<file path="config.mk">
export PLATFORM = sky130hd
export DESIGN_NAME = ram_responder
export DESIGN_NICKNAME = d
export VERILOG_FILES = /design/src/rtl/ram_responder_pkg.sv /design/src/rtl/ram_responder_ram_array.sv /design/src/rtl/ram_responder.sv
export SDC_FILE = /design/constraint.sdc
export NUM_CORES = 2
export LEC_CHECK = 0
export BUFFER_PORTS_ARGS = -buffer_cell sky130_fd_sc_hd__buf_4
export CAP_MARGIN = 20
export CORE_ASPECT_RATIO = 0.5
export CORE_MARGIN = 5
export CORE_UTILIZATION = 40
export DETAILED_ROUTE_END_ITERATION = 12
export PLACE_DENSITY = 0.58
export SETUP_SLACK_MARGIN = 0.15
export SYNTH_ARGS = -nofsm -noshare
export SYNTH_HDL_FRONTEND = slang
export SYNTH_SLANG_ARGS = --single-unit
</file>
<file path="constraint.sdc">
create_clock -name clk -period 3.1 [get_ports clk]
set_input_delay 0.31 -clock clk [delete_from_list [all_inputs] [get_ports clk]]
set_output_delay 0.31 -clock clk [all_outputs]
set_load 0.02 [all_outputs]
</file>
<file path="src/rtl/ram_responder_pkg.sv">
// Shared types and helpers for the configurable-latency main-memory responder.
// Default geometry lives here so the top and the bench agree on it.
package ram_responder_pkg;

  localparam int ADDR_WIDTH_D = 9;
  localparam int DATA_WIDTH_D = 6;
  localparam int WORDS_D      = 8;
  localparam int LATENCY_D    = 3;

  localparam int OFFS_W = $clog2(WORDS_D);
  localparam int CNT_W  = $clog2(LATENCY_D + 1);

  typedef enum logic [1:0] {
    IDLE  = 2'd0,
    WAIT  = 2'd1,
    BEAT  = 2'd2,
    WRITE = 2'd3
  } state_t;

  // Clears the word-in-line offset bits, leaving the address of word 0 of the line.
  function automatic logic [31:0] line_base(input logic [31:0] a, input int offs_w);
    return a & ~((32'd1 << offs_w) - 32'd1);
  endfunction

endpackage

</file>
<file path="src/rtl/ram_responder_ram_array.sv">
// Word storage: synchronous write, registered read that returns zero when not enabled.
// Reset reloads every word with its own index so benches see a known pattern.
module ram_array #(
  parameter int ADDR_WIDTH = 9,
  parameter int DATA_WIDTH = 6
) (
  input  logic                  clk,
  input  logic                  rst,
  input  logic                  i_we,
  input  logic                  i_re,
  input  logic [ADDR_WIDTH-1:0] i_addr,
  input  logic [DATA_WIDTH-1:0] i_wdata,
  output logic [DATA_WIDTH-1:0] o_rdata
);

  localparam int DEPTH = 2 ** ADDR_WIDTH;

  logic [DATA_WIDTH-1:0] r_mem [DEPTH];
  logic [DATA_WIDTH-1:0] r_rdata;

  always_ff @(posedge clk or negedge rst) begin
    if (!rst) begin
      for (int i = 0; i < DEPTH; i++) begin
        r_mem[i] <= DATA_WIDTH'(i);
      end
    end else if (i_we) begin
      r_mem[i_addr] <= i_wdata;
    end
  end

  always_ff @(posedge clk or negedge rst) begin
    if (!rst) begin
      r_rdata <= '0;
    end else begin
      r_rdata <= i_re ? r_mem[i_addr] : '0;
    end
  end

  assign o_rdata = r_rdata;

endmodule

</file>
<file path="src/rtl/ram_responder.sv">
// Configurable-latency memory on the cache RAM port: single reads, single writes
// and critical-word-first line fills over a ready/valid/done handshake.
module ram_responder
  import ram_responder_pkg::*;
#(
  parameter int ADDR_WIDTH = ADDR_WIDTH_D,
  parameter int DATA_WIDTH = DATA_WIDTH_D,
  parameter int WORDS      = WORDS_D,
  parameter int LATENCY    = LATENCY_D
) (
  input  logic                       clk,
  input  logic                       rst,
  input  logic [ADDR_WIDTH-1:0]      addr,
  input  logic                       read,
  input  logic                       burst,
  input  logic                       write,
  input  logic [DATA_WIDTH-1:0]      write_data,
  output logic                       ready,
  output logic [DATA_WIDTH-1:0]      data_out,
  output logic                       data_valid,
  output logic [$clog2(WORDS)-1:0]   beat,
  output logic                       done
);

  localparam int P_OFFS_W = $clog2(WORDS);
  localparam int P_CNT_W  = $clog2(LATENCY + 1);

  state_t                r_state;
  state_t                w_state_nxt;
  logic [P_CNT_W-1:0]    r_cnt;
  logic [ADDR_WIDTH-1:0] r_addr;
  logic [DATA_WIDTH-1:0] r_wdata;
  logic                  r_is_write;
  logic                  r_is_burst;
  logic [P_OFFS_W-1:0]   r_offs;
  logic [P_OFFS_W-1:0]   r_nbeat;
  logic                  r_valid;
  logic                  r_done;
  logic [P_OFFS_W-1:0]   r_beat;

  logic                  w_accept;
  logic                  w_cnt_zero;
  logic                  w_issue;
  logic                  w_issue_last;
  logic                  w_we;
  logic                  w_done_nxt;
  logic [ADDR_WIDTH-1:0] w_base;
  logic [ADDR_WIDTH-1:0] w_raddr;
  logic [ADDR_WIDTH-1:0] w_ram_addr;
  logic [DATA_WIDTH-1:0] w_rdata;

  assign ready      = (r_state == IDLE);
  assign w_accept   = ready & (read | write);
  assign w_cnt_zero = (r_cnt == '0);

  always_ff @(posedge clk or negedge rst) begin
    if (!rst) begin
      r_state <= IDLE;
    end else begin
      r_state <= w_state_nxt;
    end
  end

  // r_done doubles as "the beat on the bus now is the last one".
  always_comb begin
    w_state_nxt = r_state;
    case (r_state)
      IDLE:    if (w_accept) w_state_nxt = WAIT;
      WAIT:    if (w_cnt_zero) w_state_nxt = r_is_write ? WRITE : BEAT;
      BEAT:    if (r_done) w_state_nxt = IDLE;
      WRITE:   w_state_nxt = IDLE;
      default: w_state_nxt = IDLE;
    endcase
  end

  // Reads are issued one cycle ahead so the registered RAM output lines up with the beat.
  always_comb begin
    w_issue      = 1'b0;
    w_issue_last = 1'b0;
    w_done_nxt   = 1'b0;
    w_we         = 1'b0;
    case (r_state)
      WAIT: begin
        if (w_cnt_zero) begin
          if (r_is_write) begin
            w_done_nxt = 1'b1;
          end else begin
            w_issue      = 1'b1;
            w_issue_last = ~r_is_burst;
          end
        end
      end
      BEAT: begin
        if (!r_done) begin
          w_issue      = 1'b1;
          w_issue_last = (r_nbeat == P_OFFS_W'(WORDS - 1));
        end
      end
      WRITE:   w_we = 1'b1;
      default: ;
    endcase
    if (w_issue_last) w_done_nxt = 1'b1;
  end

  assign w_base     = ADDR_WIDTH'(line_base(32'(r_addr), P_OFFS_W));
  assign w_raddr    = w_base | ADDR_WIDTH'(r_offs);
  assign w_ram_addr = w_we ? r_addr : w_raddr;

  always_ff @(posedge clk) begin
    if (w_accept) begin
      r_addr  <= addr;
      r_wdata <= write_data;
    end
  end

  always_ff @(posedge clk or negedge rst) begin
    if (!rst) begin
      r_cnt      <= '0;
      r_is_write <= 1'b0;
      r_is_burst <= 1'b0;
      r_offs     <= '0;
      r_nbeat    <= '0;
    end else if (w_accept) begin
      r_cnt      <= P_CNT_W'(LATENCY - 1);
      r_is_write <= write;
      r_is_burst <= read & burst & ~write;
      r_offs     <= addr[P_OFFS_W-1:0];
      r_nbeat    <= '0;
    end else begin
      if (r_state == WAIT && !w_cnt_zero) r_cnt <= r_cnt - 1'b1;
      if (w_issue) begin
        r_offs  <= r_offs + 1'b1;
        r_nbeat <= r_nbeat + 1'b1;
      end
    end
  end

  always_ff @(posedge clk or negedge rst) begin
    if (!rst) begin
      r_valid <= 1'b0;
      r_done  <= 1'b0;
      r_beat  <= '0;
    end else begin
      r_valid <= w_issue;
      r_done  <= w_done_nxt;
      r_beat  <= w_issue ? r_offs : '0;
    end
  end

  ram_array #(
    .ADDR_WIDTH (ADDR_WIDTH),
    .DATA_WIDTH (DATA_WIDTH)
  ) u_ram (
    .clk     (clk),
    .rst     (rst),
    .i_we    (w_we),
    .i_re    (w_issue),
    .i_addr  (w_ram_addr),
    .i_wdata (r_wdata),
    .o_rdata (w_rdata)
  );

  assign data_out   = w_rdata;
  assign data_valid = r_valid;
  assign beat       = r_beat;
  assign done       = r_done;

endmodule

</file>
## After elaboration in Yosys (flattened, before gate mapping)

Index checks and enable logic that the tools add are counted.

| word-level totals | value |
|---|---|
| bits in registers | 3,110 |
| bits of input ports | 20 |
| output and inout port bits | 12 |
| word-level logic and storage cells | 585 |

| operators by class | value |
|---|---|
| add/subtract/negate cells | 3 |
| magnitude comparators | 2 |
| equal/unequal tests | 7 |
| mux-type cells | 33 |
| bitwise logic cells | 8 |
| reduce and logical (&&, ||, !) cells | 8 |

Operator list:

| operator | count |
|---|---|
| 3072-bit bitwise mux | 1 |
| 6-bit binary-select mux with 9-bit select | 1 |
| 6-bit demux with 9-bit select | 1 |
| 6-bit 2-to-1 mux | 4 |
| 3-bit 2-to-1 mux | 5 |
| 1-bit 2-to-1 mux | 12 |
| 10-bit >= comparator (second input constant) | 1 |
| 10-bit by 1-bit less-than comparator with 1-bit output (second input constant) | 1 |
| 2-bit 2-to-1 mux | 5 |
| 9-bit inverter with 10-bit output | 1 |
| 9-bit 2-to-1 mux | 1 |
| 9-bit by 3-bit OR with 9-bit output | 1 |
| 2-bit case mux with 4 select lines | 1 |
| 3-bit by 1-bit adder with 3-bit output (second input constant) | 2 |
| 2-bit == test (second input constant) | 2 |
| 2-bit logical NOT | 2 |
| 2-bit != test (second input constant) | 2 |
| 1-bit case mux with 2 select lines | 2 |
| 2-bit nonzero test | 2 |
| 1-bit AND | 3 |
| 3-bit == test (second input constant) | 1 |
| 3-bit AND reduction | 1 |
| 2-bit by 1-bit == test with 1-bit output (second input constant) | 1 |
| 1-bit logical AND | 2 |
| 5 further kinds | 6 |

## Depth between registers and ports, before layout

| logic depth | value |
|---|---|
| depth after elaboration | 9 |
| gate-level depth with buffers | 18 |

## Cells and area by module

Synthesis repeated with hierarchy kept, for this count alone.

| second synthesis, totals | value |
|---|---|
| cells, all modules | 9,465 |
| area, all modules | 143,988.1 µm² |

By module, submodules not included:

| module | times used | cells an instance | area each (µm²) | seq. area each (µm²) |
|---|---|---|---|---|
| ram_array | 1 | 9,366 | 142,648.1 | 78,945.7 |
| ram_responder | 1 | 99 | 1,340.0 | 875.8 |

## Least setup slack after synthesis

Ideal clock, no wire load.

| timing | value |
|---|---|
| kind | reg2reg |
| start point | reg r_state[0] |
| end point | reg u_ram.r_mem[2322] in the netlist's numbering |
| library setup time | 125 ps |
| data arrival time | 2,923 ps |
| data required time | 2,975 ps |
| setup slack | 52 ps |
| stages on the path, launching flop included | 14 |
| path buffers | 7 |
| clock period less this slack | 3,048 ps |
| cells stage by stage | dfrtp_1 ha_1 buf_6 mux2_4 buf_8 buf_8 buf_6 buf_6 buf_4 nor2_1 nand2_1 buf_2 nor2_1 mux2_2 |

| between the ends | value |
|---|---|
| longest elaborated chain between the ends | 9 |
| elaborated cells on any way between the ends | 10 |
| classes of those cells | order compare: 2; eq/ne: 1; mux: 5; bitwise: 1; reduce/logical: 1 |

RTL lines:

| item | RTL line | RTL |
|---|---|---|
| start, declared | ram_responder.sv:28 | `state_t r_state;` |
| start signal, assigned | ram_responder.sv:60 | `r_state <= w_state_nxt;` |
| 2-bit == test * | ram_responder.sv:82 | `case (r_state)` |
| 1-bit 2-to-1 mux * | ram_responder.sv:82 |  |
| 9-bit 2-to-1 mux | ram_responder.sv:107 | `assign w_ram_addr = w_we ? r_addr : w_raddr;` |
| 9-bit inverter with 10-bit output (not written as such) | ram_responder_ram_array.sv:27 | `r_mem[i_addr] <= i_wdata;` |
| 10-bit >= comparator (not written as such) or 10-bit by 1-bit less-than comparator with 1-bit output (tied branches) | ram_responder_ram_array.sv:27 |  |
| 1-bit logical AND (not written as such) | ram_responder_ram_array.sv:27 |  |
| 6-bit 2-to-1 mux (not written as such) | ram_responder_ram_array.sv:27 |  |
| 6-bit demux with 9-bit select | ram_responder_ram_array.sv:27 |  |
| 3072-bit bitwise mux | ram_responder_ram_array.sv:27 |  |
| end signal, assigned by index | ram_responder_ram_array.sv:24 | `r_mem[i] <= DATA_WIDTH'(i);` |
| end signal, assigned by index | ram_responder_ram_array.sv:27 |  |
| end, declared | ram_responder_ram_array.sv:18 | `logic [DATA_WIDTH-1:0] r_mem [DEPTH];` |

Mark *: on every way between the ends. The rest lies on a longest branch, timed or not.
A chain may end at the register's enable or synchronous reset.

## Worst setup path in the final report

| timing | value |
|---|---|
| start point | reg r_state[1] |
| end point | reg u_ram.r_rdata[4] (netlist: u_ram.o_rdata[4]) |

| between the ends | value |
|---|---|
| longest elaborated chain between the ends | 8 |
| elaborated cells on any way between the ends | 11 |
| classes of those cells | eq/ne: 3; mux: 7; bitwise: 1 |

RTL lines:

| item | RTL line | RTL |
|---|---|---|
| 2-bit == test | ram_responder.sv:82 |  |
| 1-bit 2-to-1 mux | ram_responder.sv:82 |  |
| 9-bit 2-to-1 mux | ram_responder.sv:107 |  |
| 9-bit inverter with 10-bit output (not written as such) | ram_responder_ram_array.sv:35 | `r_rdata <= i_re ? r_mem[i_addr] : '0;` |
| 6-bit binary-select mux with 9-bit select | ram_responder_ram_array.sv:35 |  |
| 6-bit 2-to-1 mux (not written as such) (2 in series) | ram_responder_ram_array.sv:35 |  |
| 6-bit 2-to-1 mux * | ram_responder_ram_array.sv:35 |  |
| end signal, assigned | ram_responder_ram_array.sv:35 |  |
| end, declared | ram_responder_ram_array.sv:19 | `logic [DATA_WIDTH-1:0] r_rdata;` |

Mark *: on every way between the ends. The rest lies on a longest branch, timed or not. The select of a mux whose other input is x is not followed.

==> report_table.html <==
<table>
<tr><th>Metric</th><th>Value</th></tr>
<tr><th colspan="2">Outcome</th></tr>
<tr><td>Outcome</td><td>finished with violations</td></tr>
<tr><td>Violated checks</td><td>setup timing</td></tr>
<tr><th colspan="2">Timing</th></tr>
<tr><td>Maximum achievable frequency</td><td>approximately 230 MHz</td></tr>
<tr><td>Unrepaired setup endpoints after global routing</td><td>true</td></tr>
<tr><td>Setup-violating endpoint count in the final report</td><td>approximately 3000</td></tr>
<tr><td>Max Clock Skew</td><td>around 52 ps</td></tr>
<tr><td>Final count of pins violating max slew</td><td>0</td></tr>
<tr><td>Slew at the pin closest to its max-slew limit</td><td>1190 ps</td></tr>
<tr><td>Post-layout worst setup margin</td><td>-1240 ps</td></tr>
<tr><td>Worst max-slew margin expressed relative to the limit</td><td>0.208</td></tr>
<tr><td>WHS</td><td>88.3 ps</td></tr>
<tr><td>Final hold violation count</td><td>0</td></tr>
<tr><td>Min cycle time layout</td><td>~4300 ps</td></tr>
<tr><td>Final Cycle Share</td><td>1.40</td></tr>
<tr><th colspan="2">Floorplan</th></tr>
<tr><td>Number of cell rows</td><td>about 160</td></tr>
<tr><td>Number of ports placed on the die boundary</td><td>32</td></tr>
<tr><td>Initial cell density of the core</td><td>0.401</td></tr>
<tr><td>Die Y</td><td>roughly 440 um</td></tr>
<tr><td>Die boundary width</td><td>~860 um</td></tr>
<tr><td>Core Footprint</td><td>between 300000 and 400000 um2</td></tr>
<tr><td>Overall die area</td><td>around 370000 um2</td></tr>
<tr><th colspan="2">Hold path</th></tr>
<tr><td>End point of the most critical hold path</td><td>r_wdata[5]$_DFFE_PP_</td></tr>
<tr><td>Number of cells traversed by the worst hold path</td><td>2</td></tr>
<tr><td>Critical hold path startpoint</td><td>write_data[5]</td></tr>
<tr><td>Worst min-delay path category</td><td>in -&gt; reg</td></tr>
<tr><th colspan="2">Setup path</th></tr>
<tr><td>Beginning of the worst register-to-register path</td><td>r_state[1]$_DFFE_PN0P_</td></tr>
<tr><td>Crit path cell chain</td><td>ha_4 -&gt; buf_6 -&gt; mux2_4 -&gt; buf_6 -&gt; nor2_4 -&gt; buf_4 -&gt; buf_4 -&gt; a32oi_1 -&gt; nand4_1 -&gt; nand4_1 -&gt; nand4_1 -&gt; buf_4 -&gt; a2111oi_4 -&gt; and4_1</td></tr>
<tr><td>RR Endpoint</td><td>u_ram.o_rdata[4]$_DFF_PN0_</td></tr>
<tr><td>CP max FO</td><td>10</td></tr>
<tr><td>Crit-path slowest cell</td><td>a2111oi_4</td></tr>
<tr><td>CP endpoint kind</td><td>register</td></tr>
<tr><td>Worst reg-to-reg setup slack</td><td>-1240 ps</td></tr>
<tr><td>Crit path largest cell delay</td><td>840 ps</td></tr>
<tr><td>CP Launch Type</td><td>register</td></tr>
<tr><td>Arrival time of the worst setup path</td><td>~5200 ps</td></tr>
<tr><td>Kind of critical path</td><td>reg -&gt; reg</td></tr>
<tr><td>Required time at the worst-slack endpoint</td><td>3960 ps</td></tr>
<tr><td>Number of cells traversed by the worst register-to-register path</td><td>14</td></tr>
<tr><th colspan="2">Yosys</th></tr>
<tr><td>Number of synthesized flops with an enable pin</td><td>15</td></tr>
<tr><td>Library cell occupying the most area in the post-synthesis netlist</td><td>dfstp_2</td></tr>
<tr><td>Leading cell type by number of instances after synthesis</td><td>mux2_2</td></tr>
<tr><td>Synth top area share</td><td>0.279</td></tr>
<tr><td>Most numerous cell types in the synthesized netlist</td><td>mux2_2, dfrtp_1, dfstp_2</td></tr>
<tr><td>Unique masters post-synth</td><td>approximately 70</td></tr>
<tr><td>Post-Synthesis Cell Area</td><td>145000 um2</td></tr>
<tr><td>Post-synthesis cell count</td><td>~11000</td></tr>
<tr><td>Share of the yosys chip area belonging to registers</td><td>0.552</td></tr>
<tr><td>Cell types with the largest area share after synthesis</td><td>dfstp_2, dfrtp_1, mux2_2</td></tr>
<tr><td>Async SR Flop Fraction</td><td>0.995</td></tr>
<tr><td>Ys flop type</td><td>dfrtp_1</td></tr>
<tr><td>Yosys warning total</td><td>0</td></tr>
<tr><td>Avg Inst Size Synth</td><td>between 10 and 15 um2</td></tr>
<tr><td>Number of nets produced by synthesis</td><td>between 10000 and 15000</td></tr>
<tr><td>Total of flip-flops plus latches after synthesis</td><td>3110</td></tr>
<tr><th colspan="2">Cells and area</th></tr>
<tr><td>Fraction of layout cells with a size suffix above 1</td><td>0.617</td></tr>
<tr><td>Count of nets after finishing</td><td>11800</td></tr>
<tr><td>Layout overhead on the synthesized area</td><td>21.5%</td></tr>
<tr><td>Post-layout util</td><td>0.487</td></tr>
<tr><th colspan="2">Route</th></tr>
<tr><td>DR DRC count</td><td>0</td></tr>
<tr><td>Vias per inst</td><td>slightly below 6</td></tr>
<tr><td>Routed Wire Length</td><td>between 500000 and 600000 um</td></tr>
<tr><td>Number of antenna-violating nets in the routed design</td><td>0</td></tr>
<tr><td>Starting DRT DRC Count</td><td>between 9000 and 10000</td></tr>
<tr><td>Total number of vias</td><td>between 90000 and 100k</td></tr>
<tr><td>Avg WL per Cell</td><td>30.2 um</td></tr>
<tr><td>Iteration count of the initial detailed-routing pass</td><td>8</td></tr>
<tr><th colspan="2">Clock tree</th></tr>
<tr><td>Root buffer selected by CTS</td><td>clkbuf_16</td></tr>
<tr><td>CTS tree</td><td>done</td></tr>
<tr><td>Clock transition at the registers of the reported paths</td><td>around 70 ps</td></tr>
<tr><td>Insertion delay of the later-clocked pin in the worst-skew pair</td><td>approximately 950 ps</td></tr>
<tr><td>Max H-tree Level</td><td>5</td></tr>
<tr><td>Buffer depth of the longest clock path</td><td>4</td></tr>
<tr><td>Clock sink total</td><td>between 3000 and 4000</td></tr>
<tr><td>Clock buffers created by TritonCTS</td><td>around 300</td></tr>
<tr><th colspan="2">Power and ir drop</th></tr>
<tr><td>Maximum resistive drop on vdd</td><td>around 0.5 mV</td></tr>
<tr><td>Pwr dens</td><td>763 nW/um2</td></tr>
<tr><td>Total Power</td><td>~130 mW</td></tr>
<tr><td>Static leakage power</td><td>between 70 and 80 nW</td></tr>
<tr><th colspan="2">GRT</th></tr>
<tr><td>Total congestion overflow after global routing</td><td>0</td></tr>
<tr><td>Pin count of the biggest net entering global routing</td><td>approximately 160</td></tr>
<tr><td>Number of antenna violations at the first check in global routing</td><td>34</td></tr>
<tr><td>Vias in the first global route</td><td>roughly 100000</td></tr>
<tr><td>All-Layer GR Usage</td><td>0.266</td></tr>
<tr><td>Global-route wire length before repair</td><td>735000 um</td></tr>
<tr><th colspan="2">Placed design</th></tr>
<tr><td>Placer congestion estimate</td><td>~0.9</td></tr>
<tr><td>Detail Placement HPWL</td><td>between 300000 and 400000 um</td></tr>
<tr><td>Count of port buffers added during placement</td><td>31</td></tr>
<tr><th colspan="2">Job</th></tr>
<tr><td>Number of violations of the max-capacitance limit</td><td>0</td></tr>
</table>
routing by layer:
layer  vias up  global-route usage  wire [um]
li1      41000                   -          -
met1     53000               0.386     225000
met2      3663               0.388     219000
met3       877              0.0679      45400
met4        28              0.0880      19600
met5         -                   0        184
final cells by class:
cell class	count	area, um2
fill	31200	185000
clock inverter	96	1210
clock buffer	464	8910
antenna	10	25.0
inverter	7	26.3
sequential	3110	79800
tap	4819	6030
timing repair buffer	1691	17200
multi-input combinational	6698	62300
layout by cell type (no fill, tap or decap), types with 13 or more instances in the layout:
cell and n:
nand2_1 1381, nand3_1 330, nand2_4 33, dfrtp_1 1556, a22oi_1 39, nand4_1 95, mux2i_1 194, buf_4 1290
edfxtp_1 15, clkbuf_8 62, buf_6 59, buf_16 18, nor2_1 252, a31oi_1 129, o22ai_1 31, nor2_2 67
inv_6 14, mux4_2 442, clkbuf_1 94, mux2_2 3062, a221oi_1 13, buf_12 278, nand2_2 31, nor2_4 31
a32oi_1 108, nor3_1 28, dlygate4sd3_1 19, and3_1 14, o21ai_0 36, clkbuf_16 315, bufinv_16 22, a21oi_1 116
a22o_1 14, dfstp_2 1536, o2111ai_1 15, clkinv_2 44
worst max-delay path: cells and delay by family, from the launching register on:
kind / cells / cell delay, ps
muxes: 1 / 290
DFF: 1 / 410
adders and majority gates: 1 / 260
buffers and inverters: 5 / 1040
AOI/OAI and AO/OA: 2 / 1020
and+or+nand+nor: 5 / 1190
what timing repair did:
| item | CTS | global route |
|---|---|---|
| gates resized for setup | 209 | 141 |
| setup buffers | 40 | 42 |
| gates cloned | 13 | 8 |
| hold buffers | 19 | 0 |
| pin swaps | 28 | 19 |
| setup endpoints to repair | 3078 | 3078 |
| hold endpoints to repair | 507 | 0 |
worst max path at each step:
stage / from / end
after global routing: r_state[1]$_DFFE_PN0P_ / u_ram.o_rdata[4]$_DFF_PN0_
after CTS: r_state[1]$_DFFE_PN0P_ / u_ram.o_rdata[4]$_DFF_PN0_
final: r_state[1]$_DFFE_PN0P_ / u_ram.o_rdata[4]$_DFF_PN0_
after global placement: r_state[0]$_DFFE_PN0P_ / u_ram.o_rdata[1]$_DFF_PN0_
after floorplan: r_state[0]$_DFFE_PN0P_ / u_ram.r_mem[2514]$_DFFE_PN0P_
after detailed placement: r_state[1]$_DFFE_PN0P_ / u_ram.o_rdata[4]$_DFF_PN0_
where the power goes:
group / internal (mW) / total [mW] / switching, mW / leakage (nW)
clock network: 21.9 / 38.7 / 16.9 / 4.98
registers: 44.5 / 46.3 / 1.73 / 37.7
logic: 18.9 / 49.0 / 30.1 / 34.6
metrics by stage:
stage / setup TNS, ps / cells / cell area, um2 / setup WS [ps]
floorplan: 0 / 10600 / 145000 / 106
finish: -523420 / 16900 / 176000 / -1240
detailed placement: -950090 / 16200 / 163000 / -1590
global route: -628880 / 16900 / 176000 / -1380
CTS: -277730 / 16800 / 174000 / -1090
global placement: -825750 / 16200 / 162000 / -2440
state kept, by name, summed over array words and instances (netlist names):
name	flops
u_ram.r_mem	3072
r_addr	9
r_wdata	6
u_ram.o_rdata	6
beat	3
r_nbeat	3
r_offs	3
r_cnt	2
r_state	2
data_valid	1
done	1
r_is_burst	1
r_is_write	1
kinds of logic after synthesis:
group / count (synthesis) / synth area share
AO/OA/AOI/OAI: 596 / 0.0285
XOR/XNOR: 4 / 0.000242
adder cells (fa/ha/maj): 8 / 0.000693
buffers and inverters: 782 / 0.0271
flip-flops: 3110 / 0.552
multiplexers: 3716 / 0.323
AND/OR/NAND/NOR: 2371 / 0.0685
Power figures use the tool's default switching activity.
